$ cat src/rtl/prog_updown_counter_if.sv
// prog_updown_counter_if
//   Control/status bundle for prog_updown_counter.
//   Control (master -> slave): en, load, load_val, dir, mode, max_val.
//   Status  (slave -> master): count, tc, done, cur_dir.
//   WIDTH must match the WIDTH of the counter instance it is bound to.
interface prog_updown_counter_if #(
    parameter int unsigned WIDTH = 8
);
    logic             en;
    logic             load;
    logic [WIDTH-1:0] load_val;
    logic             dir;
    logic [1:0]       mode;
    logic [WIDTH-1:0] max_val;
    logic [WIDTH-1:0] count;
    logic             tc;
    logic             done;
    logic             cur_dir;

    modport master (
        output en, load, load_val, dir, mode, max_val,
        input  count, tc, done, cur_dir
    );

    modport slave (
        input  en, load, load_val, dir, mode, max_val,
        output count, tc, done, cur_dir
    );
endinterface

$ cat src/rtl/prog_updown_counter.sv
// prog_updown_counter
//   Programmable up/down counter with wrap, one-shot and bounce modes,
//   registered terminal-count pulse and sticky one-shot done flag.
//   Ports:
//     clk  - rising-edge clock
//     rst  - asynchronous active-high reset
//     bus  - prog_updown_counter_if.slave:
//            en, load, load_val, dir, mode, max_val in;
//            count, tc, done, cur_dir out
//   Parameters: WIDTH, RESET_VAL (masked to WIDTH), PRESCALE (1..256).
//   Optional macro UDC_PRESCALE_EN: when defined, a step is taken only
//   once every PRESCALE enabled cycles; otherwise every enabled edge steps.
module prog_updown_counter #(
    parameter int unsigned WIDTH     = 8,
    parameter int unsigned RESET_VAL = 255,
    parameter int unsigned PRESCALE  = 4
) (
    input logic                  clk,
    input logic                  rst,
    prog_updown_counter_if.slave bus
);
    typedef enum logic [1:0] {
        MODE_WRAP    = 2'b00,
        MODE_ONESHOT = 2'b01,
        MODE_BOUNCE  = 2'b10,
        MODE_RSVD    = 2'b11
    } mode_e;

    localparam logic [WIDTH-1:0] RST_COUNT = WIDTH'(RESET_VAL);

    if (PRESCALE < 1 || PRESCALE > 256) begin : g_prescale_range
        $error("prog_updown_counter: PRESCALE must be in 1..256");
    end

    mode_e            mode;
    logic [WIDTH-1:0] count_q;
    logic             tc_q;
    logic             done_q;
    logic             bdir_q;
    logic             cur_dir;
    logic             at_term;
    logic             step_tick;
    logic [WIDTH-1:0] load_clamped;

    assign mode    = mode_e'(bus.mode);
    assign cur_dir = (mode == MODE_BOUNCE) ? bdir_q : bus.dir;

    // Up terminal uses >= so a count stranded above a lowered max_val
    // is treated as terminal on its next step.
    assign at_term = cur_dir ? (count_q == '0) : (count_q >= bus.max_val);

    assign load_clamped = (bus.load_val < bus.max_val) ? bus.load_val : bus.max_val;

`ifdef UDC_PRESCALE_EN
    localparam int unsigned PS_W = (PRESCALE > 1) ? $clog2(PRESCALE) : 1;

    logic [PS_W-1:0] ps_q;

    assign step_tick = (ps_q == PS_W'(PRESCALE - 1));

    always_ff @(posedge clk or posedge rst) begin
        if (rst) begin
            ps_q <= '0;
        end else if (bus.load) begin
            ps_q <= '0;
        end else if (bus.en) begin
            ps_q <= step_tick ? '0 : ps_q + PS_W'(1);
        end
    end
`else
    assign step_tick = 1'b1;
`endif

    always_ff @(posedge clk or posedge rst) begin
        if (rst) begin
            count_q <= RST_COUNT;
            tc_q    <= 1'b0;
            done_q  <= 1'b0;
            bdir_q  <= 1'b1;
        end else begin
            tc_q <= 1'b0;
            if (bus.load) begin
                count_q <= load_clamped;
                done_q  <= 1'b0;
                bdir_q  <= bus.dir;
            end else if (bus.en && step_tick && !done_q) begin
                if (!at_term) begin
                    count_q <= cur_dir ? count_q - WIDTH'(1) : count_q + WIDTH'(1);
                end else begin
                    tc_q <= 1'b1;
                    case (mode)
                        MODE_ONESHOT: begin
                            done_q <= 1'b1;
                        end
                        MODE_BOUNCE: begin
                            bdir_q <= ~bdir_q;
                            // Reversing from the top steps to max_val-1 rather than
                            // count-1 so a stranded count above max_val cannot survive.
                            if (bus.max_val == '0) begin
                                count_q <= '0;
                            end else if (cur_dir) begin
                                count_q <= WIDTH'(1);
                            end else begin
                                count_q <= bus.max_val - WIDTH'(1);
                            end
                        end
                        default: begin
                            count_q <= cur_dir ? bus.max_val : '0;
                        end
                    endcase
                end
            end
        end
    end

    assign bus.count   = count_q;
    assign bus.tc      = tc_q;
    assign bus.done    = done_q;
    assign bus.cur_dir = cur_dir;
endmodule

$ cat src/flat_wrapper.sv
// flat-port wrapper written by rule: the top's interface ports become plain ports
module prog_updown_counter_flat 
#(
    parameter int unsigned WIDTH     = 8,
    parameter int unsigned RESET_VAL = 255,
    parameter int unsigned PRESCALE  = 4
)
  (clk, rst, bus_en, bus_load, bus_load_val, bus_dir, bus_mode, bus_max_val, bus_count, bus_tc, bus_done, bus_cur_dir);
  prog_updown_counter_if #(.WIDTH(WIDTH)) bus_i ();
  input logic clk;
  input logic rst;
  input wire logic [$bits(bus_i.en)-1:0] bus_en;
  input wire logic [$bits(bus_i.load)-1:0] bus_load;
  input wire logic [$bits(bus_i.load_val)-1:0] bus_load_val;
  input wire logic [$bits(bus_i.dir)-1:0] bus_dir;
  input wire logic [$bits(bus_i.mode)-1:0] bus_mode;
  input wire logic [$bits(bus_i.max_val)-1:0] bus_max_val;
  output wire logic [$bits(bus_i.count)-1:0] bus_count;
  output wire logic [$bits(bus_i.tc)-1:0] bus_tc;
  output wire logic [$bits(bus_i.done)-1:0] bus_done;
  output wire logic [$bits(bus_i.cur_dir)-1:0] bus_cur_dir;
  assign bus_i.en = bus_en;
  assign bus_i.load = bus_load;
  assign bus_i.load_val = bus_load_val;
  assign bus_i.dir = bus_dir;
  assign bus_i.mode = bus_mode;
  assign bus_i.max_val = bus_max_val;
  assign bus_count = bus_i.count;
  assign bus_tc = bus_i.tc;
  assign bus_done = bus_i.done;
  assign bus_cur_dir = bus_i.cur_dir;
  prog_updown_counter #(.WIDTH(WIDTH), .RESET_VAL(RESET_VAL), .PRESCALE(PRESCALE)) u_core (.clk(clk), .rst(rst), .bus(bus_i));
endmodule
$ cat config.mk
export PLATFORM = sky130hd
export DESIGN_NAME = prog_updown_counter_flat
export DESIGN_NICKNAME = d
export VERILOG_FILES = /design/src/rtl/prog_updown_counter_if.sv /design/src/rtl/prog_updown_counter.sv /design/src/flat_wrapper.sv
export SDC_FILE = /design/constraint.sdc
export NUM_CORES = 1
export LEC_CHECK = 0
export ABC_AREA = 0
export ABC_CLOCK_PERIOD_IN_PS = 2600
export CORE_ASPECT_RATIO = 1.25
export CORE_UTILIZATION = 45
export CTS_CLUSTER_DIAMETER = 200
export DETAILED_ROUTE_END_ITERATION = 8
export PLACE_DENSITY = 0.75
export SYNTH_ARGS = -nofsm -noshare
export SYNTH_HDL_FRONTEND = slang
export SYNTH_SLANG_ARGS = --single-unit
$ cat constraint.sdc
create_clock -name clk -period 2.6 [get_ports clk]
set_clock_uncertainty 0.15 [all_clocks]
set_input_delay 0.39 -clock clk [delete_from_list [all_inputs] [get_ports clk]]
set_output_delay 0.39 -clock clk [all_outputs]
set_load 0.01 [all_outputs]
Word-level counts from Yosys, hierarchy flattened
Index checks and enable logic that the tools add are counted.
{ "classes": {"n_eq_ne": 3, "mux": 22, "n_bitwise": 1, "order_cmp": 2, "add_sub_neg": 3, "reduce_logical": 11} }
{ "ops": {"columns": ["operator", "count"], "rows": [
  ["two-way mux 8 bit", 8],
  ["logical NOT 8 bit", 2],
  ["case mux 8 bit (2 select lines)", 1],
  ["subtractor 8 x 1 -> 8 bit, second input constant", 2],
  ["two-way mux 1 bit", 13],
  ["adder 8 x 1 -> 8 bit, second input constant", 1],
  ["greater-or-equal comparator 8 bit", 1],
  ["less-than comparator 8 bit", 1],
  ["nonzero test 2 bit", 4],
  ["AND reduction 3 bit", 2],
  ["inequality test 3 bit, second input constant", 1],
  ["== test 2 x 1 -> 1 bit, second input constant", 1],
  ["== test 2 bit, second input constant", 1],
  ["AND reduction 2 bit", 1],
  ["logical AND 1 bit", 1],
  ["logical NOT 1 bit", 1],
  ["NOT 1 bit", 1]
]} }
{ "totals": {"inputBits": 23, "elab_cells": 46, "register_bits": 11, "out_inout_bits": 11} }

Depth between registers and ports, before layout
Gate-level depths: netlist of the first run.
{ "depth": {"word_depth": 8, "depth_mapped": 10, "ltp_nobuf": 10} }

Least setup slack after synthesis of the first run
No wires, ideal clock.
{ "synth_path": {"path_kind": "in2reg", "from": "input port bus_max_val[2]", "to": "register u_core.count_q[4], in the netlist u_core.bus.count[4]", "path_stages": 10, "setup_ns": 0.086, "required_ns": 2.364, "n_path_buf": 2, "path_slack_ns": -0.091, "arrival_ns": 2.455, "cell_sequence": "clkbuf_1 > inv_1 > ha_1 > a211oi_1 > o21ai_1 > a211oi_4 > or2_1 > buf_6 > mux2_4 > o31ai_2"} }
{ "synth_between": {"elab_chain_len": 7, "word_cells_on_any_way": 14, "classes_between": "add/sub (1); order compare (2); eq/ne (1); mux (8); reduce/logical (2)"} }
{ "synth_rtl": {"columns": ["item", "line_no", "source"], "rows": [
  ["start, declared", "flat_wrapper.sv:17", "input wire logic [$bits(bus_i.max_val)-1:0] bus_max_val;"],
  ["subtractor 8 x 1 -> 8 bit", "prog_updown_counter.sv:104", "count_q <= bus.max_val - WIDTH'(1);"],
  ["two-way mux 8 bit", "prog_updown_counter.sv:101", "end else if (cur_dir) begin"],
  ["two-way mux 8 bit", "prog_updown_counter.sv:99", "if (bus.max_val == '0) begin"],
  ["case mux 8 bit (2 select lines)", "prog_updown_counter.sv:91", "case (mode)"],
  ["two-way mux 8 bit", "prog_updown_counter.sv:87", "if (!at_term) begin"],
  ["two-way mux 8 bit", "prog_updown_counter.sv:86", "end else if (bus.en && step_tick && !done_q) begin"],
  ["two-way mux 8 bit", "prog_updown_counter.sv:82", "if (bus.load) begin"],
  ["end signal, assigned", "prog_updown_counter.sv:83", "count_q <= load_clamped;"],
  ["end signal, assigned", "prog_updown_counter.sv:88", "count_q <= cur_dir ? count_q - WIDTH'(1) : count_q + WIDTH'(1);"],
  ["end signal, assigned", "prog_updown_counter.sv:104", null],
  ["end, declared", "prog_updown_counter.sv:36", "logic [WIDTH-1:0] count_q;"]
]} }
Parallel ways exist; a longest one is shown, timed or not. The select of a mux whose other input is x is not followed.
A chain may end at the register's enable or synchronous reset.

Final worst setup path of the first run
{ "layout_path": {"from": "input port bus_max_val[6]", "to": "register u_core.count_q[1], in the netlist u_core.bus.count[1]"} }
{ "layout_between": {"elab_chain_len": 6, "word_cells_on_any_way": 12, "classes_between": "order compare (2); eq/ne (1); mux (7); reduce/logical (2)"} }
{ "layout_rtl": {"columns": ["item"], "rows": [
  ["parallel branches: the longest is 6 deep, another holds greater-or-equal comparator 8 bit"]
]} }
Several ways; the timed one is not identified. The select of a mux whose other input is x is not followed.

==> run summary, run 1 <==
The run finished, with violations left. The final reports fail on design-rule violations. The first detailed-routing pass took 7 iterations.

The critical path is of the in2reg type. Cells fill 75.6% of the core in the end. The detail route stage leaves a number of antenna-violating nets equal to 0. The tools report the net count after synthesis as 247. In the layout the commonest cells are sky130_fd_sc_hd__buf_4, sky130_fd_sc_hd__clkdlybuf4s50_1, sky130_fd_sc_hd__ha_1.

Global routing consumed, over all layers together, 28.1% of the routing resources. For the count of endpoints failing hold in the final timing report, the log shows 0. The signal on the critical path passes through clkdlybuf4s50_1 -> inv_1 -> ha_1 -> nand4_1 -> nor2_2 -> a211oi_4 -> or2_1 -> buf_4 -> a211o_1 -> a22o_1.

After synthesis, the mean cell area works out to 8.73 um2. The main flop type after synthesis was sky130_fd_sc_hd__dfstp_2. The total area of sequential cells came out at 287 um2. The number of endpoints failing setup at the final stage was 0; the total count of max-transition violations in the final report was 0. In the synthesized netlist the async set-or-reset flop fraction comes to 100%. Post-synthesis register bit count: 11.

The number of antenna diodes came out at 0. The global-route wire length before repair is 8730 um, and the total core area is 0.00360 mm2. Die boundary width: 57.7 um. After detailed routing, the number of remaining DRC violations is 3. The number of cells on the worst reg-to-reg path is 7. The critical path starts at bus_max_val[6]. Sequential elements use 16.4% of the synthesized area. The worst-case IR drop observed on VDD is 0.000471 V.

Counting buffers and inverters, the worst setup path is 10 cells deep. After legalization and detailed placement, the total HPWL measured 4280 um. The cell family contributing the most delay on the critical path was buffers and inverters.

The min-delay analysis places its worst path in the category in2async. The share of cells above drive strength 1 is 40.8%. The total standard cell area after synthesis was 0.00175 mm2.

The synthesized design contains 0 enable-type register cells. Maximum clock frequency: 391 MHz. Along the worst path, the maximum fanout reaches 7. Leaving out fill and tap cells, the most frequent cell in the layout is sky130_fd_sc_hd__buf_4. Synthesis handed over a netlist of 200 instances. In this run the critical register-to-register path is captured at u_core.bus.count[4]. The die is 71.7 um tall. The count of nets after finishing was 330.

The tree is rooted in a sky130_fd_sc_hd__clkbuf_8. The number of buffers and inverters on the critical path is 3, and the biggest cell delay along the critical path is 0.49 ns. Setup repair after global routing could not meet its margin everywhere. In the final layout, the multi-input gates occupy 0.00156 mm2. In this run the register-to-register setup slack is 0.09 ns. Yosys printed 0 warnings. Entering global routing, the biggest net connects 15 pins. The number of global-route vias before repair was 1888. The critical path endpoint was u_core.bus.count[1]. STA classifies the critical path endpoint as a flop. The filler cell count was 259.

Across the run, the number of max-cap violations was 0. After detailed routing, the number of vias per cell comes to 6.07. The count of buffers added on input and output ports is 33. The run gives 0 as the leftover overflow at the end of global routing. The type of origin of the critical path was an input pin. The source of the worst register-to-register timing path was u_core.bus.count[5].

In this run the tightest slew margin relative to its limit is 70.6%. The number of hold buffers added after CTS was 0. The initialized floorplan defines 24 standard-cell rows. For the total vias in the final route, the log shows 1947. The TritonCTS buffer count is 3. TritonCTS built the clock tree. In this run the static leakage power is 1.19 nW. The run gives 34 as the I/O pin total. The largest individual stage delay along the critical path comes from the cell sky130_fd_sc_hd__clkdlybuf4s50_1. For the standard cell area after detailed placement, the log shows 0.00244 mm2.

The run gives 0 as the initial antenna violation count. The synthesized netlist contains 59 unique library cells. The routed wire length was 5760 um; the total clock sinks was 11. In this run, the number of DRC markers left after iteration 0 of detailed routing was 88. Clock latency on the worst-skew pair, taken at its later pin, is 0.24 ns. Dividing the detail-routed wire length by the instance count gives 18.0 um. Clock-pin slew was measured on the worst setup and hold paths at 0.05 ns.

Relative to the synthesized area, the layout overhead comes to 55.9%. The tools report the data arrival time of the critical path as 2.58 ns. For the number of levels in the clock H-tree, the log shows 1. In this run the power density over the cells is 601 mW/mm2. The logs give 0.00272 mm2 for the post-route standard cell area excluding fillers and 2.62 ns for the worst endpoint required time.

At the pin with the least slew margin, the transition time is 0.441 ns. The smallest clock period supported by the final layout is computed as 2.56 ns. For this configuration, the core starts out at a cell density of 48.5%. Die area: 0.00414 mm2.

The clock passes through at most 2 buffers. Routability-driven placement finished with a final weighted congestion of 0.867. The worst path uses 98.5% of the clock period.
[power breakdown]
part	switching, mW	internal (mW)	total, mW
clock	0.0663	0.108	0.174
combinational	0.503	0.624	1.13
sequential	0.0901	0.246	0.336
[per-layer routing]
| metal | global-route usage, % | up-vias | share of wire (%) |
|---|---|---|---|
| li1 | - | 930 | - |
| met1 | 32.4 | 916 | 41 |
| met2 | 51.8 | 87 | 52 |
| met3 | 1.62 | 14 | 4.5 |
| met4 | 13.8 | 0 | 2.9 |
| met5 | 0 | - | 0 |
[flip-flops by register name, indices dropped and copies added (netlist names)]
signal / flops
u_core.bus.count: 8
u_core.bdir_q: 1
u_core.bus.done: 1
u_core.bus.tc: 1
[worst min-delay path by stage]
stage / cells past startpoint / slack [ns] / to / start
finish: 2 / 0.30 / u_core.bus.done / rst
global route: 2 / 0.34 / u_core.bus.done / rst
CTS: 2 / 0.31 / u_core.bus.done / rst
detailed placement: 2 / 0.35 / u_core.bus.count[2] / u_core.bus.count[2]
global placement: 2 / 0.34 / u_core.bus.count[3] / u_core.bus.count[3]
floorplan: 1 / 0.09 / u_core.bus.done / rst
[per-stage QoR]
stage	cells	hold slack [ns]	setup WS, ns	power (mW)	setup TNS, ns
finish	321	0.301	0.0396	1.64	0
global route	321	0.342	-0.00959	1.75	-0.0168
CTS	319	0.308	-0.00481	1.54	-0.00481
detailed placement	313	0.350	-0.459	1.25	-3.37
global placement	313	0.340	-0.380	1.22	-2.57
floorplan	200	0.0860	0.0412	0.863	0
[cell usage after synthesis (all sizes together) (6+ instances only)]
cell     n  area, um2
xnor2    6       52.6
dfstp    9        236
a21oi   11       58.8
nand2b   6       45.0
mux2i    8       96.3
inv     12       45.0
nand2    9       33.8
nor2    15       56.3
a211oi  11        113
nor3     9       45.0
ha      23        288
o21ai   14       70.1
[repair_timing]
item	4_1_cts	5_1_grt
pin swaps	11	10
setup endpoints to repair	10	9
resized for setup	23	27
setup buffers	2	2
[kinds of logic after synthesis]
logic type,after synthesis,share of synthesized area (%)
XOR/XNOR,8,4.01
buffers and inverters,18,4.80
flip-flops,11,16.4
multiplexers,12,8.31
AND/OR/NAND/NOR,59,18.6
AO/OA/AOI/OAI,68,30.3
adder cells (fa/ha/maj),24,17.6
[area by class of cell]
type | instances | area share (%)
clock buffers | 4 | 1.65
inverters | 12 | 1.65
multi-input cells | 171 | 57.4
flip-flops and latches | 11 | 10.5
well taps | 39 | 1.79
repair buffers | 84 | 27.0
No activity file was read; power rests on OpenSTA's default activity.
==> inputs of run 2 (changes only) <==
SKIP_LAST_GASP = 1   (was not set)
TNS_END_PERCENT = 5   (was not set)
==> run 2 against run 1 <==
Compared with the run above: the run still ends with design-rule violations left; largest power group unchanged; first-iteration DRC count increased by 4.5%; total power fell by 0.81%; setup slack better by 0.0043 ns; global-route usage unchanged; non-clock buffer count unchanged; count of clock-buffer cells in the layout unchanged; critical path type unchanged; wire length shrank 1.3%; final area is 0.60% lower; sequential share of layout area is 0.063 points higher; combinational power is essentially flat; final cell count is the same; highest routed layer unchanged.
==> run summary, run 2 (synthesis gave the netlist of run 1 again) <==
The number of antenna diodes is 0 (unchanged), and the port buffer count is 33 (unchanged). The number of levels in the clock H-tree came out at 1 (unchanged). The number of vias per cell after detailed routing was 5.98 (-1.5%); the global-route wire length before repair was 8730 um (unchanged). Number of buffers on the longest clock path: 2 (unchanged). The tools report the count of nets after finishing as 330 (unchanged). The transition time at the pin with the least slew margin is 0.443 ns (+0.00164 ns).

The logs give 34 (unchanged) for the I/O pin total and 0.867 (unchanged) for the placer's final routability congestion estimate. The initial core utilization was 48.5% (unchanged); the die boundary width was 57.7 um (unchanged). The tools report the number of endpoints failing setup at the final stage as 0 (unchanged). The tools report the clock tree root buffer cell as sky130_fd_sc_hd__clkbuf_8.

The final reports fail on design-rule violations. The tightest slew margin relative to the limit was 70.5% (-0.11 points). Number of global-route vias before repair: 1888 (unchanged). Leaving out fill and tap cells, the most frequent cell in the layout is sky130_fd_sc_hd__buf_4. The launch point of the critical path was bus_max_val[6]. The leftover overflow at the end of global routing is 0 (unchanged). The logs give 0.000474 V (+0.67%) for the worst-case vdd ir drop and 1.19 nW (+0.33%) for the static leakage. In the layout the commonest cells are sky130_fd_sc_hd__buf_4, sky130_fd_sc_hd__clkdlybuf4s50_1, sky130_fd_sc_hd__ha_1. The final routed wire length divided by cell count was 17.7 um (-1.3%).

Share of the clock period used by the worst path after layout: 98.3% (-0.16 points). The tools report the slack of the worst reg-to-reg path as 0.10 ns (about the same). The flow ran to the end, but the final reports show violations. The worst register-to-register path begins at u_core.bus.count[2]. The tools report the number of maximum-capacitance constraint violations as 0 (unchanged).

The die area is 0.00414 mm2 (unchanged). The total negative slack was 0 ns (unchanged); the final critical delay including setup and external delays was 2.56 ns (-0.00427 ns). The share of cells above drive strength 1 is 39.7% (-1.1 points). The die extent in y came out at 71.7 um (unchanged). Number of hold buffers added after CTS: 0 (unchanged). The pin count of the biggest net entering global routing was 15 (unchanged). The tools report the count of endpoints failing hold in the final timing report as 0 (unchanged). The clock latency reported for the late side of the worst-skew pair is 0.24 ns (about the same), and the TritonCTS buffer count is 3 (unchanged). The maximum clock frequency is 391 MHz (+0.17%), and the DRC marker count from the first detailed-route iteration is 92 (+4.5%). The post-route antenna net violation count came out at 0 (unchanged).

Endpoint type of the worst setup path: a flop. The total vias in the final route came out at 1918 (-1.5%). The number of flip-flops under the largest register name works out to 8 (unchanged). Smallest hold slack: 0.301 ns (-0.000274 ns).

TritonCTS built the clock tree. Row count: 24 (unchanged). The worst hold-check path type is in2async.

Setup repair after global routing could not meet its margin everywhere. The total clock sinks was 11 (unchanged). The area added between synthesis and finish is 54.9%. The data arrival time of the critical path came out at 2.58 ns (about the same). The count of TritonRoute iterations in the first routing pass is 6 (-1).

The tools report the routed wire length as 5690 um (-1.3%). The filler cell count was 263 (+1.5%). The tools report the total core area as 0.00360 mm2 (unchanged).

The critical setup path kind is in2reg. The detailed placement HPWL is 4280 um (unchanged), and the ratio of total power to cell area is 600 mW/mm2 (-0.22%). The overall fraction of global-route tracks in use is 28.1% (unchanged). The tools report the initial antenna violation count as 0 (unchanged).

The type of origin of the critical path is an input pin. The total count of max-transition violations in the final report is 0 (unchanged). The clock-pin slew reported for the worst setup and hold paths after clock tree synthesis is 0.05 ns (about the same).

The largest fanout on the critical path was 7 (unchanged); the remaining design rule violation count was 3 (unchanged). The worst endpoint required time was 2.62 ns (about the same).
-- run 2: stage by stage --
stage | power (mW) | std cells | setup WS, ns | utilization (%) | cell area [um2]
after floorplan | 0.863 | 200 | 0.0412 | - | 1750
after global placement | 1.22 | 313 | -0.380 | 67.7 | 2440
after detailed placement | 1.25 | 313 | -0.459 | 67.7 | 2440
after CTS | 1.54 | 319 | -0.0152 | 72.5 | 2610
after global routing | 1.74 | 321 | -0.00842 | 75.1 | 2710
final | 1.62 | 321 | 0.0438 | 75.1 | 2710
-- run 2: worst max-delay path, cell delays in order --
cell                              delay, ns
sky130_fd_sc_hd__clkdlybuf4s50_1       0.49
sky130_fd_sc_hd__inv_1                 0.07
sky130_fd_sc_hd__ha_1                  0.31
sky130_fd_sc_hd__nand4_1               0.13
sky130_fd_sc_hd__nor2_2                0.15
sky130_fd_sc_hd__a211oi_4              0.11
sky130_fd_sc_hd__or2_1                 0.26
sky130_fd_sc_hd__buf_4                 0.17
sky130_fd_sc_hd__a211o_1               0.30
sky130_fd_sc_hd__a22o_1                0.18
-- run 2: layout make-up --
type                    instances  area, um2  area share, %
multi-input cells             171       1550           57.1
flip-flops and latches         11        287           10.6
inverters                      12       45.0           1.66
repair buffers                 84        734           27.1
well taps                      39       48.8           1.80
clock buffers                   4       45.0           1.66
-- run 2: power by group --
group | switching, mW | internal [mW]
registers | 0.0869 | 0.246
clock network | 0.0669 | 0.108
logic | 0.500 | 0.616
total | 0.654 | 0.970
-- run 2: final timing paths --
kind                                             to  cells past startpoint
worst max register to register  u_core.bus.count[4]                      7
worst max-delay path            u_core.bus.count[1]                     10
worst min-delay path                u_core.bus.done                      2
max in group asynchronous       u_core.bus.count[2]                      2
min in group clk                u_core.bus.count[2]                      2
worst min register to register  u_core.bus.count[2]                      2
-- run 2: per-layer routing --
| metal | share of wire [%] | up-vias | global-route usage, % |
|---|---|---|---|
| met5 | 0 | - | 0 |
| li1 | - | 927 | - |
| met4 | 3.7 | 0 | 13.8 |
| met1 | 41 | 898 | 32.4 |
| met3 | 4.5 | 18 | 1.62 |
| met2 | 51 | 75 | 51.8 |
-- run 2: timing repair --
item / 4_1_cts / 5_1_grt
resized for setup: 22 / 25
pin swaps: 9 / 11
buffers inserted: 2 / 2
setup endpoints to repair: 10 / 9
